## config.mk

```make
export PLATFORM = sky130hd
export DESIGN_NAME = health_tracker
export DESIGN_NICKNAME = d
export VERILOG_FILES = /design/src/rtl/health_tracker.sv
export SDC_FILE = /design/constraint.sdc
export NUM_CORES = 1
export LEC_CHECK = 0
export BUFFER_PORTS_ARGS = -buffer_cell sky130_fd_sc_hd__buf_2
export CORE_MARGIN = 8
export CORE_UTILIZATION = 62
export CTS_BUF_LIST = sky130_fd_sc_hd__clkbuf_2 sky130_fd_sc_hd__clkbuf_4 sky130_fd_sc_hd__clkbuf_8
export DETAILED_ROUTE_END_ITERATION = 16
export GPL_TIMING_DRIVEN = 0
export PLACE_DENSITY = 0.94
export SLEW_MARGIN = 20
export SYNTH_ARGS = -nofsm -noshare
export SYNTH_HDL_FRONTEND = slang
export SYNTH_SLANG_ARGS = --single-unit
```

## constraint.sdc

```tcl
create_clock -name clk -period 4.85 [get_ports clk]
set_input_delay 0.485 -clock clk [delete_from_list [all_inputs] [get_ports clk]]
set_output_delay 0.485 -clock clk [all_outputs]
set_load 0.01 [all_outputs]
```

## src/rtl/health_tracker.sv

```systemverilog
// Per-player health bookkeeping for the two-player bomb game.
// Tracks each player's health and post-hit invulnerability window,
// detects the end of a round and reports the winner.
module health_tracker #(
  parameter int MAX_HEALTH   = 3,
  parameter int INVULN_TICKS = 8,
  parameter int CNT_W        = 4
) (
  input  logic       clk,
  input  logic       rst,
  input  logic       tick,
  input  logic       hitA,
  input  logic       hitB,
  input  logic       restart,
  output logic [1:0] healthA,
  output logic [1:0] healthB,
  output logic       invulnA,
  output logic       invulnB,
  output logic       game_over,
  output logic [1:0] winner
);

  typedef enum logic {
    PLAY = 1'b0,
    OVER = 1'b1
  } state_t;

  localparam logic [1:0]       HEALTH_FULL = 2'(MAX_HEALTH);
  localparam logic [CNT_W-1:0] CNT_LOAD    = CNT_W'(INVULN_TICKS);

  state_t           r_state;
  logic [1:0]       r_healthA;
  logic [1:0]       r_healthB;
  logic [CNT_W-1:0] r_cntA;
  logic [CNT_W-1:0] r_cntB;
  logic [1:0]       r_winner;
  logic             r_gameOver;

  state_t           w_nextState;
  logic [1:0]       w_nextHealthA;
  logic [1:0]       w_nextHealthB;
  logic [CNT_W-1:0] w_nextCntA;
  logic [CNT_W-1:0] w_nextCntB;
  logic [1:0]       w_nextWinner;
  logic             w_acceptA;
  logic             w_acceptB;

  // A hit only lands while playing, outside the player's invulnerability
  // window, on a living player, and never on a restart cycle.
  assign w_acceptA = (r_state == PLAY) && hitA && (r_cntA == '0) &&
                     (r_healthA != 2'd0) && !restart;
  assign w_acceptB = (r_state == PLAY) && hitB && (r_cntB == '0) &&
                     (r_healthB != 2'd0) && !restart;

  // Next-state logic: restart wins, then hits/countdown in PLAY, with the
  // end of round decided on the post-hit health values of this same edge.
  always_comb begin
    w_nextState   = r_state;
    w_nextHealthA = r_healthA;
    w_nextHealthB = r_healthB;
    w_nextCntA    = r_cntA;
    w_nextCntB    = r_cntB;
    w_nextWinner  = r_winner;
    if (restart) begin
      w_nextState   = PLAY;
      w_nextHealthA = HEALTH_FULL;
      w_nextHealthB = HEALTH_FULL;
      w_nextCntA    = '0;
      w_nextCntB    = '0;
      w_nextWinner  = 2'b00;
    end else if (r_state == PLAY) begin
      if (w_acceptA) begin
        w_nextHealthA = r_healthA - 2'd1;
        w_nextCntA    = CNT_LOAD;
      end else if (tick && (r_cntA != '0)) begin
        w_nextCntA = r_cntA - 1'b1;
      end
      if (w_acceptB) begin
        w_nextHealthB = r_healthB - 2'd1;
        w_nextCntB    = CNT_LOAD;
      end else if (tick && (r_cntB != '0)) begin
        w_nextCntB = r_cntB - 1'b1;
      end
      if ((w_nextHealthA == 2'd0) || (w_nextHealthB == 2'd0)) begin
        w_nextState  = OVER;
        w_nextCntA   = '0;
        w_nextCntB   = '0;
        w_nextWinner = {(w_nextHealthA == 2'd0), (w_nextHealthB == 2'd0)};
      end
    end
  end

  // State register; OVER simply holds everything until restart or reset.
  always_ff @(posedge clk or posedge rst) begin
    if (rst) begin
      r_state    <= PLAY;
      r_healthA  <= HEALTH_FULL;
      r_healthB  <= HEALTH_FULL;
      r_cntA     <= '0;
      r_cntB     <= '0;
      r_winner   <= 2'b00;
      r_gameOver <= 1'b0;
    end else begin
      r_state    <= w_nextState;
      r_healthA  <= w_nextHealthA;
      r_healthB  <= w_nextHealthB;
      r_cntA     <= w_nextCntA;
      r_cntB     <= w_nextCntB;
      r_winner   <= w_nextWinner;
      r_gameOver <= (w_nextState == OVER);
    end
  end

  assign healthA   = r_healthA;
  assign healthB   = r_healthB;
  assign invulnA   = (r_cntA != '0);
  assign invulnB   = (r_cntB != '0);
  assign game_over = r_gameOver;
  assign winner    = r_winner;

endmodule

```

==> out/results.tsv, run 1 <==
metric	value	unit
hp-class	input port to async pin	
die-width	55.2	um
holdBufCountCts	0	
start_util	64.6	%
antenna_cells	0	
path_max_fanout	6	
max_freq	0.395	GHz
nNetsFinal	140	
grt.overflow.total	0	
grt_max_degree	16	
cts_root_buf	clkbuf_4	
via_per_inst	6.12	
fin_worst_skew	0.000730	ns
path_cells	inv_1 -> ha_1 -> nor4b_1 -> nand4_1 -> and2_1 -> a41oi_1 -> o21ai_0	
coreArea	1470	um^2
status	finished, final reports clean	
layout_common_cells	18 x nand2_1, 15 x inv_1, 13 x buf_2	
die_h	55.2	um
cts_tree	done	
synth_warnings	0	
grt_busiest_layer	met2	
use_met3	3.74	%
synth_flop_cell	dfrtp_1	
synth-edff-count	0	
synth_cell_types	37	
drtPass1Iterations	4	
drive_above_1_share	19.4	%
place.detailed.hpwl	1690	um
clk_latency	0.29	ns
grt_first_pass_wirelength	3720	um
drt.antenna.violating_nets	0	
antenna_found_initial	0	
slew_headroom	58.7	%
cp_slowest_cell	dfstp_2	
worst-path-buf-inv	1	
maxCapViolCount	0	
die_area	3040	um^2
cts_resized	0	
routedWlPerCell	15.1	um
finalSetupViolCount	0	
layout_commonest_cell	nand2_1	
use_met2	29.1	%
rsz0062_at_grt	false	
wl	2180	um
worstPathRequired	5.00	ns
p_leak	0.000519	uW
grt_pass1_vias	895	
timing.final.crit_share	52.2	%
globalplace.congestion	0.934	
cts_made_buffers	3	
crit_family	simple AND/OR/NAND/NOR gates	
fp-row-count	14	
cts_setup_buffers	0	
crit_arrival	2.68	ns
grt_usage	16.5	%
via_count	888	
clock_path_buffers	2	
post-route-drc-count	0	
clk_pin_slew	0.09	ns
post-route-min-period	2.53	ns
crit_type	flip-flop to flip-flop	
peakVddDrop	0.000398	V
tightest_slew	0.611	ns
syn_to_final_growth	12.1	%
async_reset_ff_share	100	%
htree_levels	1	
slowest_delay	0.60	ns
fin_setup_tns	0	ns
syn_nets	122	
ys_seq_area_share	40.0	%
grt.met1_usage	18.6	%
synth_area	951	um^2
num_io_pins	15	
synth-seq-cells	15	
crit_path_end_kind	flip-flop	
worstSetupStartpointType	flip-flop	
io_buffers	13	
p_per_area	682	nW/um^2
fin_util	72.4	%
synth_cells	112	
hold_viol	0	
cts_sinks	15	
initialDrtViolationCount	31	
slew_violations	0	
synth.avg_cell_area	8.49	um^2
[flip-flops by register name (all words and copies together) (netlist names)]
register / flops
healthA: 2
game_over: 1
r_cntA: 4
winner: 2
r_cntB: 4
healthB: 2
[metrics by stage]
| stage | setup slack (ns) | power [uW] | instance area (um^2) | std cells | hold WS [ns] |
|---|---|---|---|---|---|
| floorplan | 2.62 | 532 | 951 | 112 | 0.384 |
| global placement | 2.50 | 619 | 1040 | 141 | 0.508 |
| detailed placement | 2.37 | 644 | 1040 | 141 | 0.516 |
| CTS | 2.35 | 729 | 1070 | 145 | 0.254 |
| global route | 2.12 | 791 | 1070 | 145 | 0.273 |
| finish | 2.32 | 727 | 1070 | 145 | 0.236 |
[metal layers]
layer  part of all wire, %  up-vias
li1                      -      429
met1                    41      425
met2                    51       31
met3                   6.6        3
met4                   1.3        0
met5                     0        -
[cell type report]
class                   instances  area (um^2)
fillers                       125          405
well taps                      16         20.0
flip-flops and latches         15          380
repair buffers                 13         65.1
plain buffers                   4         22.5
inverters                      15         56.3
clock buffers                   4         30.0
multi-input cells              78          492
[kinds of logic (layout without fill, tap and decap cells)]
group,Yosys count,in the layout,synth area share [%]
and+or+nand+nor,43,43,23.0
AOI/OAI and AO/OA,29,29,21.6
adders and majority gates,4,4,5.26
buffers and inverters,19,36,8.29
DFF,15,15,40.0
xor gates and xnor gates,2,2,1.84
[final timing paths]
check,startpoint,endpoint,slack (ns),depth (start not counted)
setup / recovery,healthA[0],winner[0],2.32,7
hold / removal,rst,r_cntB[2],0.24,2
min in group clk,tick,r_cntA[0],0.53,3
setup reg to reg,healthA[0],winner[0],2.32,7
hold reg to reg,r_cntA[0],r_cntA[0],0.53,1
max in group asynchronous,rst,winner[1],4.24,2
[Yosys cell counts (2+ instances only)]
cell type,instances,area (um^2)
a21oi_1,6,30.0
clkbuf_1,3,11.3
a22o_1,2,17.5
nand3_1,3,15.0
nand4_1,2,12.5
a31oi_1,2,12.5
nor3_1,2,10.0
dfstp_2,4,105
nand2_1,18,67.6
o32ai_1,2,17.5
dfrtp_1,11,275
inv_1,15,56.3
nand2b_1,2,12.5
ha_1,4,50.1
o21ai_0,6,30.0
nor2_1,6,22.5
xnor2_1,2,17.5
or3_1,2,12.5
o211ai_1,2,15.0
[report_power, final]
part,switching [uW],internal (uW)
clock,42.4,37.7
sequential,42.3,178
combinational,247,179
total,331,395
No activity file was read; power rests on OpenSTA's default activity.
==> run 2, diff against run 1 <==
--- a/config.mk
+++ b/config.mk
@@ -7,11 +7,11 @@
 export LEC_CHECK = 0
 export BUFFER_PORTS_ARGS = -buffer_cell sky130_fd_sc_hd__buf_2
 export CORE_MARGIN = 8
-export CORE_UTILIZATION = 62
+export CORE_UTILIZATION = 57
 export CTS_BUF_LIST = sky130_fd_sc_hd__clkbuf_2 sky130_fd_sc_hd__clkbuf_4 sky130_fd_sc_hd__clkbuf_8
 export DETAILED_ROUTE_END_ITERATION = 16
 export GPL_TIMING_DRIVEN = 0
-export PLACE_DENSITY = 0.94
+export PLACE_DENSITY = 0.88
 export SLEW_MARGIN = 20
 export SYNTH_ARGS = -nofsm -noshare
 export SYNTH_HDL_FRONTEND = slang
==> constraint.sdc (replaced) <==
create_clock -name clk -period 2.6 [get_ports clk]
set_input_delay 0.26 -clock clk [delete_from_list [all_inputs] [get_ports clk]]
set_output_delay 0.26 -clock clk [all_outputs]
set_load 0.01 [all_outputs]
==> run 2 against run 1 <==
  * Sequential share of layout area down 0.25 points
  * Via count decreased by 1.5%
  * Critical path depth is 1 higher
  * Total power rose by 83%
  * First-iteration DRC count decreased by 61%
  * Final cell count did not move
  * Fmax is 5.1% higher
  * Die area up 6.2%
  * Critical endpoint is now r_cntA[1]
  * Largest cell class unchanged
==> out/results.tsv, run 2 (same netlist as run 1, synthesis figures left out) <==
metric	value	unit
antenna_found_initial	0	
via_per_inst	6.03	
initialDrtViolationCount	12	
dp_slack	0.115	ns
num_io_pins	15	
tightest_slew	0.567	ns
timing.rr.end	r_cntA[1]	
worst-path-buf-inv	2	
die_h	56.8	um
path_cells	inv_1 -> ha_1 -> or3b_1 -> buf_6 -> o41ai_1 -> o31a_1 -> nand2_1 -> o32ai_1	
die-width	56.8	um
start_util	61.7	%
clk_pin_slew	0.09	ns
cts_setup_buffers	0	
path_depth	8	
fp-row-count	14	
post-route-min-period	2.41	ns
wl	2030	um
crit_family	compound AO/OA/AOI/OAI gates	
maxCapViolCount	0	
globalplace.congestion	0.927	
p_per_area	1240	nW/um^2
top_layer	met4	
slowest_delay	0.54	ns
rsz0062_at_grt	false	
grt_first_pass_wirelength	3460	um
coreArea	1540	um^2
die_area	3230	um^2
layout_commonest_cell	nand2_1	
grt.overflow.total	0	
grt_usage	13.1	%
hold_viol	0	
cts_sinks	15	
m1WireLength	883	um
post-route-drc-count	0	
timing.final.crit_share	92.6	%
routedWlPerCell	14.0	um
crit_path_end_kind	flip-flop	
largestRegisters	r_cntA: 4 flops, r_cntB: 4 flops	
postLayoutSetupSlackWorst	0.193	ns
cts_root_buf	clkbuf_4	
wl_met2	979	um
syn_to_final_growth	12.9	%
r2r_setup_slack	0.19	ns
cts_resized	0	
htree_levels	1	
place.detailed.hpwl	1610	um
stdcell_count	145	
io_buffers	13	
r2r_start	r_cntB[0]	
max_freq	0.415	GHz
drt.antenna.violating_nets	0	
wl_met3	103	um
placed_cells	141	
cts_tree	done	
hp-class	input port to async pin	
clk_latency	0.29	ns
cp_slowest_cell	o41ai_1	
finalSetupViolCount	0	
holdBufCountCts	0	
worstPathRequired	2.80	ns
cts_made_buffers	3	
power.total	1330	uW
antenna_cells	0	
status	finished, final reports clean	
clock_path_buffers	2	
path_max_fanout	7	
nNetsFinal	140	
grt_max_degree	16	
drive_above_1_share	20.2	%
crit_type	flip-flop to flip-flop	
layout_common_cells	18 x nand2_1, 15 x inv_1, 13 x buf_2	
worstRegToRegCells	8	
via_count	875	
crit_start	r_cntB[0]	
crit_arrival	2.61	ns
slew_headroom	61.7	%
grt_pass1_vias	823	
slew_violations	0	
worstSetupStartpointType	flip-flop	
fin_worst_skew	0.0114	ns
p_leak	0.000520	uW
drtPass1Iterations	8	
fin_setup_tns	0	ns
peakVddDrop	0.000634	V
==> run 2: power by group <==
group	internal (uW)	total, uW	switching, uW
sequential	333	410	77.0
combinational	334	777	443
clock	70.0	145	75.4
==> run 2: metrics by stage <==
stage          hold WS [ns]  util [%]  cell area, um^2
3_5_place_dp          0.348      67.2             1040
3_3_place_gp          0.335      67.2             1040
4_1_cts              0.0264      69.2             1070
2_1_floorplan         0.159         -              951
5_1_grt              0.0466      69.6             1070
6_report             0.0102      69.6             1070
==> run 2: per-layer routing <==
| layer | up-vias | track usage, % |
|---|---|---|
| met1 | 407 | 15.0 |
| met2 | 31 | 21.3 |
| met3 | 7 | 3.37 |
| met4 | 0 | 7.38 |
| li1 | 430 | - |
| met5 | - | 0 |
==> run 2: worst max-delay path by stage <==
stage,to,slack [ns]
after floorplan,r_cntA[3],0.37
after global placement,winner[1],0.26
after detailed placement,winner[0],0.12
after CTS,winner[0],0.09
after global routing,r_cntA[0],0.03
final,r_cntA[1],0.19
==> run 2: final cells by class <==
class | instances | area, um^2
timing repair buffer | 13 | 65.1
inverter | 15 | 56.3
clock buffer | 4 | 30.0
buffer | 4 | 22.5
sequential | 15 | 380
multi-input combinational | 78 | 499
fill | 134 | 468
tap | 16 | 20.0
